`config.mk`:
```
export PLATFORM = sky130hd
export DESIGN_NAME = serial_sub
export DESIGN_NICKNAME = d
export VERILOG_FILES = /design/src/rtl/serial_sub.sv
export SDC_FILE = /design/constraint.sdc
export NUM_CORES = 1
export LEC_CHECK = 0
export CAP_MARGIN = 5
export CORE_MARGIN = 2
export CORE_UTILIZATION = 47
export DETAILED_ROUTE_END_ITERATION = 12
export GPL_TIMING_DRIVEN = 1
export PLACE_DENSITY = 0.78
export SYNTH_ARGS = -nofsm -noshare
export SYNTH_HDL_FRONTEND = slang
export SYNTH_SLANG_ARGS = --single-unit
```
`constraint.sdc`:
```
create_clock -name clk -period 1.4 [get_ports clk]
set_input_delay 0.14 -clock clk [delete_from_list [all_inputs] [get_ports clk]]
set_output_delay 0.14 -clock clk [all_outputs]
set_load 0.01 [all_outputs]
```
`src/rtl/serial_sub.sv`:
```
// serial_sub: bit-serial unsigned subtractor, LSB first.
// One full-subtractor cell plus a borrow flop computes a - b over WIDTH
// cycles behind a start/busy/done handshake. The result is offered both
// as a parallel word (diff, borrow_out) and as a qualified serial stream
// (diff_bit, diff_bit_vld).
module serial_sub #(
    parameter int unsigned WIDTH = 8
) (
    input  logic             clk,
    input  logic             rst_n,
    input  logic             start,
    input  logic [WIDTH-1:0] a,
    input  logic [WIDTH-1:0] b,
    output logic             busy,
    output logic             done,
    output logic [WIDTH-1:0] diff,
    output logic             borrow_out,
    output logic             diff_bit,
    output logic             diff_bit_vld
);

    localparam int unsigned CW = $clog2(WIDTH);
    localparam logic [CW-1:0] LAST_BIT = CW'(WIDTH - 1);

    typedef enum logic [1:0] {
        S_IDLE,
        S_SHIFT,
        S_DONE
    } state_t;

    state_t           r_state;
    logic [WIDTH-1:0] r_a;
    logic [WIDTH-1:0] r_b;
    logic [WIDTH-1:0] r_res;
    logic             r_br;
    logic [CW-1:0]    r_cnt;
    logic             r_busy;
    logic             r_done;
    logic [WIDTH-1:0] r_diff;
    logic             r_borrow_out;
    logic             r_diff_bit;
    logic             r_diff_bit_vld;

    logic             w_a0;
    logic             w_b0;
    logic             w_d;
    logic             w_br_next;
    logic             w_last;
    logic [WIDTH-1:0] w_res_next;

    // Full-subtractor cell on the current LSBs and the completed-result view.
    always_comb begin
        w_a0       = r_a[0];
        w_b0       = r_b[0];
        w_d        = w_a0 ^ w_b0 ^ r_br;
        w_br_next  = (~w_a0 & w_b0) | (~(w_a0 ^ w_b0) & r_br);
        w_last     = (r_cnt == LAST_BIT);
        w_res_next = {w_d, r_res[WIDTH-1:1]};
    end

    // Control FSM with all datapath and output registers.
    always_ff @(posedge clk or negedge rst_n) begin
        if (!rst_n) begin
            r_state        <= S_IDLE;
            r_a            <= '0;
            r_b            <= '0;
            r_res          <= '0;
            r_br           <= 1'b0;
            r_cnt          <= '0;
            r_busy         <= 1'b0;
            r_done         <= 1'b0;
            r_diff         <= '0;
            r_borrow_out   <= 1'b0;
            r_diff_bit     <= 1'b0;
            r_diff_bit_vld <= 1'b0;
        end else begin
            case (r_state)
                S_IDLE: begin
                    if (start) begin
                        r_a     <= a;
                        r_b     <= b;
                        r_br    <= 1'b0;
                        r_cnt   <= '0;
                        r_busy  <= 1'b1;
                        r_state <= S_SHIFT;
                    end
                end
                S_SHIFT: begin
                    r_a            <= {1'b0, r_a[WIDTH-1:1]};
                    r_b            <= {1'b0, r_b[WIDTH-1:1]};
                    r_res          <= w_res_next;
                    r_br           <= w_br_next;
                    r_diff_bit     <= w_d;
                    r_diff_bit_vld <= 1'b1;
                    r_cnt          <= r_cnt + CW'(1);
                    if (w_last) begin
                        r_diff       <= w_res_next;
                        r_borrow_out <= w_br_next;
                        r_done       <= 1'b1;
                        r_state      <= S_DONE;
                    end
                end
                S_DONE: begin
                    r_done         <= 1'b0;
                    r_busy         <= 1'b0;
                    r_diff_bit_vld <= 1'b0;
                    r_state        <= S_IDLE;
                end
                default: begin
                    r_state <= S_IDLE;
                end
            endcase
        end
    end

    assign busy         = r_busy;
    assign done         = r_done;
    assign diff         = r_diff;
    assign borrow_out   = r_borrow_out;
    assign diff_bit     = r_diff_bit;
    assign diff_bit_vld = r_diff_bit_vld;

endmodule

```
==> run_results.csv <==
group,metric,value,unit
outcome,status,"complete, but fails checks",
outcome,violations,"setup timing",
final_layout,nNetsFinal,256,
sta,clock_skew,0.004821,ns
final_layout,finish.instance_area,2887,µm²
global_routing,grtUsageTotal,21.96,%
worst_setup_path,critPathKind,"flip-flop to flip-flop",
sta,finalMaxSlewViolations,0,
sta,period_share,105.9,%
floorplan,design.die.area,4580,µm²
drt,drt-vias-per-instance,5.605,
placed_design,placed_area,2420,µm²
worst_setup_path,path_cells,"inv_2 -> ha_4 -> nor2b_4 -> buf_6 -> or3_1 -> o221a_2",
drt,dr.pass1.iters,4,
worst_setup_path,cp_max_fo,5,
final_layout,nFillCells,253,
logic_synthesis,yosys_warnings,0,
worst_setup_path,startpoint_type,"flip-flop",
floorplan,fp-row-count,23,
logic_synthesis,syn-num-nets,194,
final_layout,area_growth,51.48,%
clocking,clockBufferDepth,2,
drt,drt_iter0_drc,78,
clocking,htreeDepth,2,
logic_synthesis,syn_inst,168,
global_routing,grt_pass1_vias,1575,
logic_synthesis,synth-seq-area-share,53.84,%
floorplan,start_util,48.33,%
sta,setup_viol,24,
floorplan,die_w,67.68,µm
logic_synthesis,synth_area,1906,µm²
drt,wl_per_cell,16.47,µm
power,p_leak,1.320,nW
worst_setup_path,end_kind,"flip-flop",
sta,fin_ws,-0.08246,ns
job,maxCapViolations,0,
min_path,hold_path_class,"input port to asynchronous set/reset pin",
logic_synthesis,synth_cell_type_count,29,
drt,dr_total_vias,1575,
clocking,cts_buffers,5,
placed_design,dp_hpwl,2964,µm
clocking,numClockSinks,41,
final_layout,final_common_cell,"dfrtp_1",
sta,hold_slack,0.4286,ns
clocking,tritoncts,"done",
clocking,clockRootBuffer,"clkbuf_8",
placed_design,port_buffers,31,
global_routing,antenna_found_initial,0,
sta,worst-slew-pin-transition,0.5153,ns
clocking,insertion_delay,0.30,ns
final_layout,diodes,0,
placed_design,place_congestion,0.8890,
worst_setup_path,r2r_slack,-0.08,ns
floorplan,pin_count,32,
drt,postRouteAntennaNets,0,
worst_setup_path,required,1.59,ns
global_routing,gr-total-overflow,0,
final_layout,regArea,1026,µm²
global_routing,grt_pass1_wl,7224,µm
sta,fmax,0.6746,GHz
sta,slew-limit-headroom,65.65,%
floorplan,core-area,3943,µm²
worst_setup_path,slowest_stage,"dfrtp_1",
power,power_density,2191,nW/µm²
clocking,clkSlewWorstSetupHoldPaths,0.08,ns
power,vdd_drop_max,0.001427,V
sta,hold_viol,0,
worst_setup_path,max_stage_delay,0.39,ns
sta,rsz0062_at_grt,"yes",
final_layout,drive_gt1_share,37.66,%
drt,drc_errors,0,
global_routing,grt_max_degree,42,
floorplan,die_h,67.68,µm
logic_synthesis,avgSynthCellArea,11.34,µm²
logic_synthesis,ys_ff_latch,41,
final_layout,multi_input_area,998.5,µm²
worst_setup_path,cp.arrival,1.67,ns
sta,period_needed,1.482,ns
final_layout,final_cell_mix,"41 x dfrtp_1, 25 x buf_4, 24 x clkdlybuf4s50_1",
drt,finalWirelength,4627,µm
-- Yosys cell counts --
cell type / instances / area, µm²
dfrtp_1: 41 / 1026
mux2_2: 17 / 191.4
nor2_1: 13 / 48.80
nor3_1: 10 / 50.05
o22ai_1: 10 / 62.56
a211oi_1: 8 / 60.06
inv_1: 8 / 30.03
nand2_1: 7 / 26.28
o21ai_0: 7 / 35.03
buf_2: 6 / 30.03
ha_1: 6 / 75.07
nand3_1: 6 / 30.03
a22o_1: 4 / 35.03
a221oi_1: 3 / 26.28
mux2i_1: 3 / 30.03
nand4_1: 3 / 18.77
buf_4: 2 / 15.01
buf_6: 2 / 22.52
nor2b_1: 2 / 12.51
a21oi_1: 1 / 5.000
clkbuf_1: 1 / 3.750
fa_1: 1 / 20.02
inv_2: 1 / 3.750
nand2_2: 1 / 6.260
nand2b_1: 1 / 6.260
o221a_2: 1 / 11.26
o22a_1: 1 / 8.760
o2bb2ai_1: 1 / 8.760
or3_1: 1 / 6.260
-- report_power, final --
group	total (W)	switching [W]	internal, W	leakage [nW]
sequential	0.00199	0.000348	0.00164	0.493
clock	0.00115	0.000440	0.000709	0.0681
combinational	0.00319	0.00144	0.00174	0.760
total	0.00633	0.00223	0.00410	1.32
-- routing by layer --
metal / GRT usage (%) / up-vias / share of wire (%)
met5: 0 / - / 0
met3: 7.333 / 6 / 4.3
met4: 7.398 / 0 / 1.4
li1: - / 730 / -
met1: 24.92 / 795 / 41
met2: 38.48 / 44 / 53
-- critical path, delay by kind of cell (launching register included) --
kind            cells  cell delay [ns]
simple gates        2             0.45
flops               1             0.39
buf+inv             2             0.21
fa+ha+maj           1             0.19
compound gates      1             0.14
-- metrics by stage --
step | std cells | TNS (ns) | util, % | power (W) | worst slack [ns]
finish | 281 | -0.7770 | 73.21 | 0.006326 | -0.08246
global route | 281 | -3.108 | 73.21 | 0.006704 | -0.1450
CTS | 278 | -1.202 | 68.68 | 0.005783 | -0.1084
detailed placement | 264 | -2.156 | 61.38 | 0.004349 | -0.1510
global placement | 264 | -1.088 | 61.38 | 0.004199 | -0.08375
floorplan | 168 | -0.002951 | - | 0.003402 | -0.002951
-- what timing repair did --
| item | in CTS | in global routing |
|---|---|---|
| pin swaps | 5 | 15 |
| buffers inserted | 4 | 4 |
| hold buffers | 1 | 0 |
| endpoints found under the setup margin | 32 | 45 |
| hold endpoints to repair | 41 | 0 |
| resized for setup | 22 | 43 |
| cloned | 1 | 0 |
-- cells by family after synthesis --
family,synth area share (%)
buffers and inverters,5.515
multiplexers,11.62
AO/OA/AOI/OAI,13.26
flip-flops,53.84
AND/OR/NAND/NOR,10.77
adder cells (fa/ha/maj),4.990
-- area by class of cell --
class	instances	share of cell area, %
multi-input cells	108	34.59
flip-flops and latches	41	35.54
clock buffers	5	2.384
well taps	50	2.167
inverters	9	1.257
clock inverters	3	2.254
repair buffers	65	21.80
-- final timing paths --
kind | from | to | cells past startpoint
setup / recovery | r_state[1] | r_a[0] | 6
hold / removal | rst_n | diff[2] | 3
setup reg to reg | r_state[1] | r_a[0] | 6
hold reg to reg | r_a[6] | r_a[6] | 2
max in group asynchronous | rst_n | r_b[7] | 3
min in group clk | a[5] | r_a[5] | 3
-- sequential cells by signal, indices dropped and copies added (netlist names) --
signal,flops
r_br,1
r_a,8
r_cnt,3
done,1
diff,8
r_b,8
borrow_out,1
busy,1
r_res,7
r_state,2
diff_bit_vld,1
(Power assumes the default switching activity.)
